File: src/rtl/apb4_mon_pkg.sv
// Shared types and constants for the APB4 protocol monitor.
package apb4_mon_pkg;

    typedef enum logic [1:0] {
        IDLE   = 2'd0,
        SETUP  = 2'd1,
        ACCESS = 2'd2
    } apb_state_t;

    localparam int VIOL_W       = 9;
    localparam int V_SEL_ONEHOT = 0;
    localparam int V_DECODE     = 1;
    localparam int V_NO_SETUP   = 2;
    localparam int V_NO_ACCESS  = 3;
    localparam int V_UNSTABLE   = 4;
    localparam int V_EN_HOLD    = 5;
    localparam int V_TIMEOUT    = 6;
    localparam int V_RD_STRB    = 7;
    localparam int V_EN_NO_SEL  = 8;

    // Index of the lowest set violation bit (0 when none are set).
    function automatic logic [3:0] first_index(input logic [VIOL_W-1:0] v);
        first_index = 4'd0;
        for (int i = VIOL_W - 1; i >= 0; i--) begin
            if (v[i]) first_index = 4'(i);
        end
    endfunction

endpackage

File: src/rtl/apb4_sat_counter.sv
// Saturating event counter with synchronous clear; a clear coinciding with
// an increment leaves the counter at 1.
module apb4_sat_counter #(
    parameter int CNT_WIDTH = 16
) (
    input  logic                 PCLK,
    input  logic                 PRESETn,
    input  logic                 inc,
    input  logic                 clr,
    output logic [CNT_WIDTH-1:0] cnt
);

    // Clear first, then count; hold at all-ones.
    always_ff @(posedge PCLK or negedge PRESETn) begin
        if (!PRESETn) begin
            cnt <= '0;
        end else if (clr) begin
            cnt <= CNT_WIDTH'(inc);
        end else if (inc && (cnt != '1)) begin
            cnt <= cnt + CNT_WIDTH'(1);
        end
    end

endmodule

File: src/rtl/apb4_protocol_monitor.sv
// Passive APB4 bus monitor: phase tracking, protocol checks, timeout,
// sticky violation flags and transfer statistics.
//
// state  | meaning
// IDLE   | no transfer in flight; current cycle may start a setup phase
// SETUP  | setup seen last cycle; current cycle must be the first access cycle
// ACCESS | in access phase (done_q=0) or one cycle after completion (done_q=1)
//
// The first access cycle is evaluated while still in SETUP, so zero-wait
// transfers complete there and every PREADY-low access cycle counts as a wait.
module apb4_protocol_monitor
    import apb4_mon_pkg::*;
#(
    parameter int DATA_WIDTH     = 32,
    parameter int ADDR_WIDTH     = 32,
    parameter int NUM_SLAVES     = 4,
    parameter int TIMEOUT_CYCLES = 16,
    parameter int CNT_WIDTH      = 16
) (
    input  logic                    PCLK,
    input  logic                    PRESETn,
    input  logic [NUM_SLAVES-1:0]   PSEL,
    input  logic                    PENABLE,
    input  logic                    PWRITE,
    input  logic [ADDR_WIDTH-1:0]   PADDR,
    input  logic [DATA_WIDTH-1:0]   PWDATA,
    input  logic [DATA_WIDTH/8-1:0] PSTRB,
    input  logic [2:0]              PPROT,
    input  logic                    PREADY,
    input  logic                    PSLVERR,
    input  logic                    clr_i,
    output logic [VIOL_W-1:0]       viol_o,
    output logic                    viol_pulse_o,
    output logic [3:0]              first_viol_o,
    output logic                    first_viol_vld_o,
    output logic [CNT_WIDTH-1:0]    wr_cnt_o,
    output logic [CNT_WIDTH-1:0]    rd_cnt_o,
    output logic [CNT_WIDTH-1:0]    err_cnt_o,
    output logic                    busy_o
);

    localparam int STRB_WIDTH = DATA_WIDTH / 8;
    localparam int SEL_W      = $clog2(NUM_SLAVES);
    localparam int WAIT_W     = $clog2(TIMEOUT_CYCLES + 1);
    localparam logic [WAIT_W-1:0] WAIT_MAX = WAIT_W'(TIMEOUT_CYCLES);

    apb_state_t              state_q, state_d;
    logic                    done_q, done_d;
    logic [NUM_SLAVES-1:0]   cap_sel;
    logic [ADDR_WIDTH-1:0]   cap_addr;
    logic                    cap_write;
    logic [DATA_WIDTH-1:0]   cap_wdata;
    logic [STRB_WIDTH-1:0]   cap_strb;
    logic [2:0]              cap_prot;
    logic [WAIT_W-1:0]       wait_q, wait_d, wait_base;
    logic                    capture, start_cyc, post_cyc, access_cyc;
    logic                    inc_wr, inc_rd, inc_err;
    logic [VIOL_W-1:0]       viol_now, viol_base;
    logic                    fvld_base;
    logic                    sel_any, sel_multi;
    logic [SEL_W-1:0]        sel_idx;

    assign sel_any   = |PSEL;
    assign sel_multi = |(PSEL & (PSEL - NUM_SLAVES'(1)));
    assign busy_o    = (state_q != IDLE);

    // Encode the selected slave index (meaningful only when PSEL is one-hot).
    always_comb begin
        sel_idx = '0;
        for (int i = 0; i < NUM_SLAVES; i++) begin
            if (PSEL[i]) sel_idx = SEL_W'(i);
        end
    end

    // Phase tracking, per-cycle checks and completion detection.
    always_comb begin
        state_d    = state_q;
        done_d     = 1'b0;
        capture    = 1'b0;
        wait_d     = wait_q;
        wait_base  = wait_q;
        start_cyc  = 1'b0;
        post_cyc   = 1'b0;
        access_cyc = 1'b0;
        inc_wr     = 1'b0;
        inc_rd     = 1'b0;
        inc_err    = 1'b0;
        viol_now   = '0;
        viol_now[V_SEL_ONEHOT] = sel_multi;
        viol_now[V_EN_NO_SEL]  = PENABLE && !sel_any;
        viol_now[V_DECODE]     = sel_any && !sel_multi &&
                                 (sel_idx != PADDR[ADDR_WIDTH-1 -: SEL_W]);

        case (state_q)
            IDLE: start_cyc = 1'b1;
            SETUP: begin
                if (PENABLE && (PSEL == cap_sel)) begin
                    access_cyc = 1'b1;
                    wait_base  = '0;
                    wait_d     = '0;
                    state_d    = ACCESS;
                end else begin
                    viol_now[V_NO_ACCESS] = 1'b1;
                    start_cyc = 1'b1;
                end
            end
            ACCESS: begin
                if (done_q) begin
                    post_cyc  = 1'b1;
                    start_cyc = 1'b1;
                end else begin
                    access_cyc = 1'b1;
                end
            end
            default: state_d = IDLE;
        endcase

        if (start_cyc) begin
            state_d = IDLE;
            if (sel_any && !PENABLE) begin
                state_d = SETUP;
                capture = 1'b1;
            end else if (PENABLE && post_cyc) begin
                viol_now[V_EN_HOLD] = 1'b1;
            end else if (PENABLE && sel_any) begin
                viol_now[V_NO_SETUP] = 1'b1;
            end
        end

        if (access_cyc) begin
            state_d = ACCESS;
            if (PREADY) begin
                done_d  = 1'b1;
                inc_wr  = cap_write;
                inc_rd  = !cap_write;
                inc_err = PSLVERR;
                viol_now[V_RD_STRB] = !cap_write && (|cap_strb);
            end else begin
                viol_now[V_UNSTABLE] = !PENABLE || (PSEL != cap_sel) ||
                                       (PADDR != cap_addr) || (PWRITE != cap_write) ||
                                       (PSTRB != cap_strb) || (PPROT != cap_prot) ||
                                       (cap_write && (PWDATA != cap_wdata));
                viol_now[V_TIMEOUT]  = (wait_base == WAIT_MAX - WAIT_W'(1));
                wait_d = (wait_base == WAIT_MAX) ? WAIT_MAX : wait_base + WAIT_W'(1);
            end
        end
    end

    // FSM state, wait counter and captured setup-phase fields.
    always_ff @(posedge PCLK or negedge PRESETn) begin
        if (!PRESETn) begin
            state_q   <= IDLE;
            done_q    <= 1'b0;
            wait_q    <= '0;
            cap_sel   <= '0;
            cap_addr  <= '0;
            cap_write <= 1'b0;
            cap_wdata <= '0;
            cap_strb  <= '0;
            cap_prot  <= '0;
        end else begin
            state_q <= state_d;
            done_q  <= done_d;
            wait_q  <= wait_d;
            if (capture) begin
                cap_sel   <= PSEL;
                cap_addr  <= PADDR;
                cap_write <= PWRITE;
                cap_wdata <= PWDATA;
                cap_strb  <= PSTRB;
                cap_prot  <= PPROT;
            end
        end
    end

    assign viol_base = clr_i ? '0 : viol_o;
    assign fvld_base = clr_i ? 1'b0 : first_viol_vld_o;

    // Sticky flags and first-violation latch; a clear is applied before new events.
    always_ff @(posedge PCLK or negedge PRESETn) begin
        if (!PRESETn) begin
            viol_o           <= '0;
            viol_pulse_o     <= 1'b0;
            first_viol_o     <= '0;
            first_viol_vld_o <= 1'b0;
        end else begin
            viol_o       <= viol_base | viol_now;
            viol_pulse_o <= |(viol_now & ~viol_base);
            if (!fvld_base && (|viol_now)) begin
                first_viol_o     <= first_index(viol_now);
                first_viol_vld_o <= 1'b1;
            end else if (clr_i) begin
                first_viol_o     <= '0;
                first_viol_vld_o <= 1'b0;
            end
        end
    end

    apb4_sat_counter #(.CNT_WIDTH(CNT_WIDTH)) u_wr_cnt (
        .PCLK(PCLK), .PRESETn(PRESETn), .inc(inc_wr), .clr(clr_i), .cnt(wr_cnt_o)
    );
    apb4_sat_counter #(.CNT_WIDTH(CNT_WIDTH)) u_rd_cnt (
        .PCLK(PCLK), .PRESETn(PRESETn), .inc(inc_rd), .clr(clr_i), .cnt(rd_cnt_o)
    );
    apb4_sat_counter #(.CNT_WIDTH(CNT_WIDTH)) u_err_cnt (
        .PCLK(PCLK), .PRESETn(PRESETn), .inc(inc_err), .clr(clr_i), .cnt(err_cnt_o)
    );

endmodule

File: config.mk
export PLATFORM = sky130hd
export DESIGN_NAME = apb4_protocol_monitor
export DESIGN_NICKNAME = d
export VERILOG_FILES = /design/src/rtl/apb4_mon_pkg.sv /design/src/rtl/apb4_sat_counter.sv /design/src/rtl/apb4_protocol_monitor.sv
export SDC_FILE = /design/constraint.sdc
export NUM_CORES = 1
export LEC_CHECK = 0
export BUFFER_PORTS_ARGS = -buffer_cell sky130_fd_sc_hd__buf_2
export CAP_MARGIN = 10
export CORE_ASPECT_RATIO = 0.9
export CORE_MARGIN = 5
export CORE_UTILIZATION = 35
export CTS_CLUSTER_DIAMETER = 80
export CTS_CLUSTER_SIZE = 16
export DETAILED_ROUTE_END_ITERATION = 10
export PLACE_DENSITY = 0.64
export SLEW_MARGIN = 20
export SYNTH_ARGS = -nofsm -noshare
export SYNTH_HDL_FRONTEND = slang
export SYNTH_HIERARCHICAL = 1
export SYNTH_SLANG_ARGS = --single-unit
File: constraint.sdc
create_clock -name PCLK -period 3.6 [get_ports PCLK]
set_input_delay 0.18 -clock PCLK [delete_from_list [all_inputs] [get_ports PCLK]]
set_output_delay 0.18 -clock PCLK [all_outputs]
set_load 0.05 [all_outputs]
==> results of run 1 <==
per-layer routing:
metal	track usage	vias up
met5	0	-
li1	-	3084
met3	0.0542	30
met2	0.231	164
met4	0.0440	12
met1	0.211	3048
stage by stage:
stage                     hold WS [ps]  setup slack (ps)  cells   util  cell area [µm²]
after floorplan                   -116               976    727      -             7890
after global placement             278               634   1153  0.398             8900
after detailed placement           280               581   1153  0.398             8900
after CTS                         1.14               583   1242  0.449            10000
after global routing              7.42               304   1244  0.449            10000
final                             22.0               518   1244  0.449            10000
path summary, 6_finish.rpt:
check	start	end
max	state_q[0]$_DFFE_PN0P_	u_wr_cnt/cnt[9]$_DFFE_PN0P_
min	PADDR[24]	cap_addr[24]$_DFFE_PN0P_
max reg2reg	state_q[0]$_DFFE_PN0P_	u_wr_cnt/cnt[9]$_DFFE_PN0P_
min reg2reg	cap_addr[13]$_DFFE_PN0P_	cap_addr[13]$_DFFE_PN0P_
max in group asynchronous	PRESETn	u_rd_cnt/cnt[2]$_DFFE_PN0P_
min in group asynchronous	PRESETn	u_err_cnt/cnt[1]$_DFFE_PN0P_
Yosys cell counts, types with 10 or more instances:
| cell type | number |
|---|---|
| mux2_2 | 54 |
| nor2_1 | 39 |
| o21ai_0 | 24 |
| nand3_1 | 19 |
| dfrtp_1 | 147 |
| nor2b_1 | 14 |
| ha_1 | 10 |
| a21oi_1 | 32 |
| mux2_1 | 31 |
| buf_2 | 12 |
| nand4_1 | 35 |
| nor4_1 | 14 |
| nand2_1 | 37 |
| nor3_1 | 17 |
| xnor2_1 | 76 |
| inv_1 | 31 |
cells by family after synthesis:
family	Yosys count
muxes	89
xor gates and xnor gates	76
DFF	147
AOI/OAI and AO/OA	114
buffers and inverters	58
and+or+nand+nor	232
adders and majority gates	11
power groups by stage:
| stage | registers, mW | clock network [mW] | logic [mW] |
|---|---|---|---|
| 6_report | 2.48 | 1.70 | 1.68 |
| 2_1_floorplan | 2.52 | 0 | 1.23 |
| 4_1_cts | 2.48 | 1.76 | 1.70 |
| 3_3_place_gp | 2.48 | 0 | 1.61 |
| 5_1_grt | 2.54 | 1.83 | 1.86 |
| 3_5_place_dp | 2.51 | 0 | 1.64 |
flip-flops by register name, summed over array words and instances (netlist names):
signal            flops
wait_q                5
cap_prot              3
cap_sel               4
cap_write             1
first_viol_vld_o      1
viol_pulse_o          1
viol_o                9
u_err_cnt/cnt        16
cap_strb              4
u_wr_cnt/cnt         16
cap_addr             32
first_viol_o          4
state_q               2
u_rd_cnt/cnt         16
done_q                1
cap_wdata            32
placed cells by master (no fill, tap or decap), types with 4 or more instances in the layout:
master | netlist | routed
xnor2_1 | 76 | 76
and3_1 | 7 | 7
or4_1 | 9 | 9
o21ai_0 | 24 | 24
nor2_1 | 39 | 39
and2_1 | 4 | 4
nand3_1 | 19 | 19
ha_1 | 10 | 10
o211ai_1 | 4 | 4
nor3_1 | 17 | 17
buf_4 | 4 | 11
buf_2 | 12 | 144
mux2_2 | 54 | 54
nor3b_1 | 4 | 4
nand2_1 | 37 | 37
o311ai_0 | 5 | 5
and4_1 | 4 | 4
nand4_1 | 35 | 35
dlygate4sd3_1 | 0 | 58
nor4_1 | 14 | 14
inv_6 | 0 | 5
a21oi_1 | 32 | 32
inv_1 | 31 | 31
nor2b_1 | 14 | 14
mux2_1 | 31 | 31
a211oi_1 | 4 | 4
o31ai_1 | 6 | 6
clkbuf_16 | 0 | 17
a31oi_1 | 4 | 4
dfrtp_1 | 147 | 147
o41ai_1 | 8 | 8
mux2i_1 | 4 | 4
or3_1 | 4 | 4
what timing repair did:
action,4_1_cts,5_1_grt
resized for setup,0,0
hold buffers,58,0
buffers inserted,0,0
endpoints found under the hold margin,132,0
critical path: cells and delay by family (launching register included):
kind | cells | cell delay, ps
adders and majority gates | 1 | 210
AOI/OAI and AO/OA | 1 | 230
DFF | 1 | 410
and+or+nand+nor | 4 | 1570
muxes | 1 | 380
buffers and inverters | 2 | 160
area by class of cell:
| type | instances | area [µm²] |
|---|---|---|
| Antenna cell | 2 | 5.00 |
| Clock buffer | 18 | 429 |
| Clock inverter | 13 | 128 |
| Fill cell | 2149 | 12300 |
| Inverter | 31 | 116 |
| Multi-Input combinational cell | 522 | 3920 |
| Sequential cell | 147 | 3680 |
| Tap cell | 297 | 372 |
| Timing Repair Buffer | 214 | 1400 |
==> metrics, run 1 <==
Clock Tree Buf Depth=2; # IOs=about 150; Post-DRT Antenna Nets=0; CP Capture Type=flop; first-pass GRT wire length=approximately 33000 µm; Max Clk Rate=324 MHz; dpl hpwl=about 14000 µm; number of distinct library cells after synthesis=a little under 70; number of synthesized flops with an enable pin=0; Synth Area in XOR/XNOR=0.0843; reg2reg setup slack=520 ps; Critical-path top delay cell=nor4b_1; final setup vio count=0; sw frac=0.317; Highest Signal Layer=met5; Worst Path Required=between 3000 and 4000 ps; net load switching power=between 1.5 and 2 mW; total congestion overflow=0; leading post-synthesis cells by cell area=dfrtp_1 (47%), xnor2_1 (8.4%), mux2_2 (7.7%), mux2_1 (4.4%), nand4_1 (2.8%); Synth Area in Simple Gates=0.171; Slew Limit Fails=0; pwr dens=just under 600 nW/µm²; DRT Pass-1 Iters=5; cell count after synthesis=727; CP Data Arrival Time=3390 ps; r2r worst-path depth=9; average cell area after synthesis=roughly 11 µm²; Root Buffer=clkbuf_16; outcome=finished clean; Via Count=6338; Clock Power Share=0.290; critical path's largest stage delay=roughly 430 ps; area grow syn2layout=27.2%; Synth top area share=0.466; Port-buffer cells=between 100 and 150; largest net degree at the start of global routing=79; Worst Hold Depth=2; GRT Util Overall=0.154; Seq/Total Area, Yosys=0.466; Post-Route WL=approximately 20000 µm; largest area contributor in the netlist=dfrtp_1; worst min path class=in2reg; Compound-Gate Fraction of Synth Area=0.0984; met2 WL=between 8000 and 9000 µm; DRT iter0 DRCs=460; Syn Nets=just over 800; total chip power=between 5 and 6 mW; Seq cells post-synth=147; routed vias/inst=5.09; cell area after synthesis=~8000 µm²; initial antenna violation count=8; critical path class=reg2reg; core area=~22000 µm²; Post-Synth Adder-Cell Area=0.0171; Max rail drop VDD=between 0.4 and 0.5 mV; Reg power frac=0.423; Synth Flop Type=dfrtp_1; Int Pwr=about 4 mW; Skew-Pair Late Insertion Delay=approximately 430 ps; worst-path cell chain=inv_1 > ha_1 > inv_1 > o22a_1 > nor2b_1 > and3_1 > nand4_1 > nor4b_1 > mux2_2; NumNets Final=approximately 1000; detailed-routing wirelength on met1=9160 µm; worst-path fanout max=11; CTS Buf Count=17; Slew HR=0.429; RSZ-0062 raised after global routing=false; die area=approximately 26000 µm²; Comb power frac=0.287; DRC viols=0; Max-Cap Viols=0; CTS H-tree depth=4; clock skew=between 10 and 15 ps; Setup crit start kind=flop; leak pwr=about 4.2 nW; FP Rows=52; main combinational cell family by area after synthesis=simple AND/OR/NAND/NOR gates; Die W=between 150 and 200 µm; YS warnings=6; die height=roughly 150 µm; share of layout cells above drive strength 1=0.275; WL met3=about 1300 µm; asr flop ratio synth=1.00; clock slew at reported path FFs=70 ps; fin crit period=about 3100 ps; Initial Utilization=0.353; Hold Fails Final Rpt=0; Placer Congestion=just over 0.8; multiplexer share of the synthesized area=0.126; worst-margin pin slew=between 800 and 900 ps; cell mode on critical path=inv_1; Final TNS setup=0 ps; vias in the first global route=roughly 6300; CTS tree=done; DR WL/cell=15.7 µm; final worst path period share=0.856; TritonCTS Sinks=roughly 150
Note: power is estimated with default switching activity, not from simulation.
==> run 2, diff against run 1 <==
--- a/config.mk
+++ b/config.mk
@@ -5,6 +5,7 @@
 export SDC_FILE = /design/constraint.sdc
 export NUM_CORES = 1
 export LEC_CHECK = 0
+export ABC_AREA = 1
 export BUFFER_PORTS_ARGS = -buffer_cell sky130_fd_sc_hd__buf_2
 export CAP_MARGIN = 10
 export CORE_ASPECT_RATIO = 0.9
==> metrics, run 2 <==
Synth top area share=0.430; final worst path period share=0.839; fin crit period=roughly 3000 ps; core area=approximately 24000 µm²; CTS tree=done; leak pwr=5.26 nW; Syn Nets=1178; Synth Flop Type=dfrtp_1; critical path class=reg2reg; Initial Utilization=0.353; Placer Congestion=just over 0.8; top-count cell post-synth=nand2_1; largest net degree at the start of global routing=79; Die W=175 µm; YS warnings=6; FP Rows=54; largest area contributor in the netlist=dfrtp_1; DRC viols=0; Setup crit start kind=flop; dpl hpwl=~16000 µm; worst min path class=in2reg; Max rail drop VDD=0.319 mV; die area=between 20000 and 30000 µm²; outcome=finished clean; vias in the first global route=just over 7000; met1 usage=0.212; clock skew=around 13 ps; average cell area after synthesis=around 7.9 µm²; met3 Use GR=0.0375; worst-margin pin slew=just under 900 ps; DR WL/cell=13.2 µm; pwr dens=around 590 nW/µm²; CP Data Arrival Time=approximately 3400 ps; most common cell after layout, fill and taps aside=nand2_1; CTS Buf Count=17; total congestion overflow=0; cell count after synthesis=between 1000 and 1500; cell area after synthesis=between 8000 and 9000 µm²; worst-path fanout max=12; number of distinct library cells after synthesis=42; GRT Util Overall=0.158; Seq cells post-synth=147; Post-DRT Antenna Nets=0; global route hottest layer=met2; Post-Route WL=21200 µm; Skew-Pair Late Insertion Delay=430 ps; largest registers=cap_addr: 32 flops, cap_wdata: 32 flops; number of placed instances, taps included=1524; # IOs=roughly 150; Final TNS setup=0 ps; Via Count=between 7000 and 8000; share of layout cells above drive strength 1=0.172; DRT iter0 DRCs=476; clock slew at reported path FFs=~70 ps; Non-Filler Instances=around 1600; TritonCTS Sinks=147; Post-synth top cells=nand2_1 (324), dfrtp_1 (147), inv_1 (136); Seq/Total Area, Yosys=0.430; Port-buffer cells=around 150; Hold Fails Final Rpt=0; routed vias/inst=about 4.6; Root Buffer=clkbuf_16; leading post-synthesis cells by cell area=dfrtp_1 (43%), nand2_1 (14%), mux2_1 (6.2%), xnor2_1 (6.0%), inv_1 (6.0%); GR met2 Demand/Resource=0.258; Slew HR=0.410; asr flop ratio synth=1.00; most frequent cells in the layout=nand2_1 (324), dfrtp_1 (147), buf_2 (144); CP Capture Type=flop; final setup vio count=0; area grow syn2layout=23.9%; first-pass GRT wire length=35500 µm; Max Clk Rate=about 330 MHz; die height=between 150 and 200 µm; Clock Tree Buf Depth=2; Max-Cap Viols=0; NumNets Final=1372; RSZ-0062 raised after global routing=false; number of synthesized flops with an enable pin=0; post-CTS resize count=0; initial antenna violation count=1; fin util=0.438; Slew Limit Fails=0; DRT Pass-1 Iters=5; Worst Path Required=3960 ps; CTS H-tree depth=4
run 2: changes by cell type after synthesis, moves of 32 or more:
cell / delta
nand2_1: +287
inv_1: +105
nor2_1: +67
mux2_2: -54
nand3_1: +36
o21ai_1: +32
run 2: power by group:
group          switching, mW  internal (mW)  total, mW
combinational           1.13          0.857       1.99
sequential             0.354           2.16       2.51
clock                  0.751           1.03       1.78
total                   2.24           4.05       6.29
run 2: metrics by stage:
step                power [mW]  area (µm²)  hold slack, ps  worst slack [ps]
finish                    6.29       10600            18.7               580
global route              6.76       10600            10.4               357
CTS                       6.37       10600            1.08               633
detailed placement        4.52        9550             286               655
global placement          4.45        9550             293               784
floorplan                 4.07        8550            -116              1290
run 2: cells by family (layout without fill, tap and decap cells):
| kind of cell | count (synthesis) | after routing | share of synthesized area |
|---|---|---|---|
| other cells | 0 | 1 | 0 |
| xor+xnor | 61 | 61 | 0.0625 |
| buf+inv | 167 | 374 | 0.0840 |
| fa+ha+maj | 10 | 10 | 0.0146 |
| flops | 147 | 147 | 0.430 |
| simple gates | 556 | 556 | 0.282 |
| compound gates | 98 | 98 | 0.0644 |
| mux | 47 | 47 | 0.0619 |
run 2: critical path, stage by stage (launching register included):
cell	delay (ps)
dfrtp_1	410
inv_1	120
ha_1	170
inv_1	50
or2_2	270
nand2_2	110
nand2_4	110
nor3_1	490
clkinv_1	250
nor2_1	680
nand4_1	170
nand2_1	100
run 2: path summary, 6_finish.rpt:
| kind | startpoint | endpoint | slack, ps | cells after the start |
|---|---|---|---|---|
| worst max-delay path | state_q[0]$_DFFE_PN0P_ | u_wr_cnt/cnt[15]$_DFFE_PN0P_ | 580 | 11 |
| worst min register to register | cap_sel[3]$_DFFE_PN0P_ | cap_sel[3]$_DFFE_PN0P_ | 490 | 2 |
| min in group asynchronous | PRESETn | cap_wdata[3]$_DFFE_PN0P_ | 400 | 2 |
| max in group asynchronous | PRESETn | cap_strb[0]$_DFFE_PN0P_ | 2370 | 3 |
| worst max register to register | state_q[0]$_DFFE_PN0P_ | u_wr_cnt/cnt[15]$_DFFE_PN0P_ | 580 | 11 |
| worst min-delay path | PWDATA[28] | cap_wdata[28]$_DFFE_PN0P_ | 20 | 2 |
run 2: timing repair:
item | 4_1_cts | 5_1_grt
hold buffers | 45 | 0
setup buffers | 0 | 0
endpoints found under the hold margin | 119 | 0
run 2: final cells by class:
cell class	instances	area, µm²
Multi-Input combinational cell	772	4150
Antenna cell	1	2.50
Timing Repair Buffer	196	1240
Inverter	146	548
Tap cell	308	385
Clock buffer	19	433
Clock inverter	13	151
Fill cell	2418	13600
Sequential cell	147	3680
run 2: layer usage:
metal  share of wire  routed length (µm)
met4           0.013                 266
met1            0.48               10100
met3           0.048                1030
met2            0.46                9840
met5               0                   0
==> run 3, diff against run 2 <==
==> constraint.sdc (replaced) <==
create_clock -name PCLK -period 3.1 [get_ports PCLK]
set_input_delay 0.155 -clock PCLK [delete_from_list [all_inputs] [get_ports PCLK]]
set_output_delay 0.155 -clock PCLK [all_outputs]
set_load 0.05 [all_outputs]
==> metrics, run 3 (synthesis gave the netlist of run 2 again) <==
met2 WL=roughly 10000 µm; Post-DRT Antenna Nets=0; # IOs=between 100 and 150; worst-path fanout max=6; dpl hpwl=roughly 16000 µm; DRT iter0 DRCs=about 520; total congestion overflow=0; leak pwr=about 5.4 nW; Highest Signal Layer=met4; Hold Path Sink=cap_addr[6]$_DFFE_PN0P_; Root Buffer=clkbuf_16; Hold Fails Final Rpt=0; critical path class=reg2reg; Non-Filler Instances=1635; die height=roughly 160 µm; worst min path class=in2reg; first-pass GRT wire length=roughly 37000 µm; Slew HR=0.504; reg2reg start=state_q[1]$_DFFE_PN0P_; Worst Path Required=approximately 3400 ps; core area=approximately 24000 µm²; TritonCTS Sinks=approximately 150; final setup vio count=0; reg2reg setup slack=approximately 450 ps; share of layout cells above drive strength 1=0.174; worst-margin pin slew=745 ps; postcts setup bufs=0; CTS tree=done; CTS Hold Bufs=between 60 and 70; vias in the first global route=~7500; clock skew=13.8 ps; GRT Util Overall=0.161; filler instances=about 2400; r2r worst-path depth=19; WL met3=892 µm; Max Clk Rate=about 380 MHz; FP Rows=54; number of placed instances, taps included=around 1500; Clock Tree Buf Depth=2; CP Capture Type=flop; HP Start=PADDR[6]; Die W=roughly 170 µm; NumNets Final=~1400; RR Endpoint=first_viol_o[1]$_DFFE_PN0P_; Post-Route WL=21900 µm; fin util=0.451; CTS Buf Count=17; most frequent cells in the layout=nand2_1 (324), dfrtp_1 (147), buf_2 (144); CP Data Arrival Time=roughly 3000 ps; Initial Utilization=0.353; hold_ws=around 21 ps; Placer Congestion=between 0.8 and 0.9; total chip power=7.38 mW; post-CTS resize count=0; Max rail drop VDD=roughly 0.34 mV; DR WL/cell=between 10 and 15 µm; Skew-Pair Late Insertion Delay=roughly 430 ps; Via Count=around 7600; Setup crit start kind=flop; RSZ-0062 raised after global routing=false; most common cell after layout, fill and taps aside=nand2_1; initial antenna violation count=3; pwr dens=between 600 and 700 nW/µm²; Final TNS setup=0 ps; outcome=finished clean; area grow syn2layout=27.6%; routed vias/inst=between 4 and 5; Setup crit start=state_q[1]$_DFFE_PN0P_; detailed-routing wirelength on met1=between 10000 and 15000 µm; DRC viols=0; largest net degree at the start of global routing=slightly below 80; die area=27700 µm²; DRT Pass-1 Iters=5; clock slew at reported path FFs=roughly 70 ps; final worst path period share=0.854; Max-Cap Viols=0; Worst Hold Depth=3; largest registers=cap_addr: 32 flops, cap_wdata: 32 flops; Port-buffer cells=approximately 150; CTS H-tree depth=4; fin crit period=2650 ps; Slew Limit Fails=0
run 3: cell types whose count changed in the layout (fill, tap and decap cells not counted), sizes merged:
cell,before,now
inv,146,154
diode,1,3
clkinv,10,7
clkbuf,19,17
bufinv,2,0
buf,151,158
clkinvlp,1,0
dlygate4sd3,45,69
run 3: worst max-delay path by stage:
stage | endpoint | slack (ps) | cells past startpoint
2_1_floorplan | first_viol_o[3]$_DFFE_PN0P_ | 790 | 18
6_report | first_viol_o[1]$_DFFE_PN0P_ | 450 | 19
5_1_grt | first_viol_o[0]$_DFFE_PN0P_ | 160 | 19
3_3_place_gp | first_viol_o[0]$_DFFE_PN0P_ | 590 | 19
4_1_cts | first_viol_o[0]$_DFFE_PN0P_ | 450 | 19
3_5_place_dp | first_viol_o[0]$_DFFE_PN0P_ | 460 | 19
run 3: where the power goes:
group | switching (mW) | internal, mW | total, mW | leakage, nW
Clock | 0.981 | 1.08 | 2.07 | 0.290
Sequential | 0.421 | 2.50 | 2.93 | 1.87
Combinational | 1.34 | 1.04 | 2.39 | 3.25
Total | 2.75 | 4.63 | 7.38 | 5.41
run 3: worst max-delay path, stage by stage (launching register included):
cell and delay, ps:
dfrtp_1 410, inv_1 100, ha_1 240, nand4_2 210, nand2_1 170, inv_1 70, ha_1 190, inv_1 70
nor4_1 50, ha_1 170, inv_1 50, nor2_1 40, nand3_1 130, nand2_1 80, nor2_2 180, nand3_2 100
nand2_2 120, inv_1 50, nand2_1 60, nand2_1 50
run 3: metrics by stage:
| step | cell area, µm² | setup WS [ps] |
|---|---|---|
| 3_3_place_gp | 9630 | 591 |
| 4_1_cts | 10900 | 446 |
| 2_1_floorplan | 8550 | 792 |
| 6_report | 10900 | 453 |
| 3_5_place_dp | 9630 | 455 |
| 5_1_grt | 10900 | 160 |
run 3: area by class of cell:
cell class / instances / area [µm²] / area share
antenna: 3 / 7.51 / 0.000688
clock buffer: 17 / 425 / 0.0390
clock inverter: 15 / 158 / 0.0144
inverter: 146 / 548 / 0.0502
multi-input combinational: 772 / 4150 / 0.381
sequential: 147 / 3680 / 0.337
tap: 308 / 385 / 0.0353
timing repair buffer: 227 / 1560 / 0.143
run 3: routing by layer:
layer | vias up | GRT usage
met3 | 23 | 0.0330
met5 | - | 0
met2 | 130 | 0.274
met1 | 3521 | 0.208
li1 | 3896 | -
met4 | 0 | 0.0490
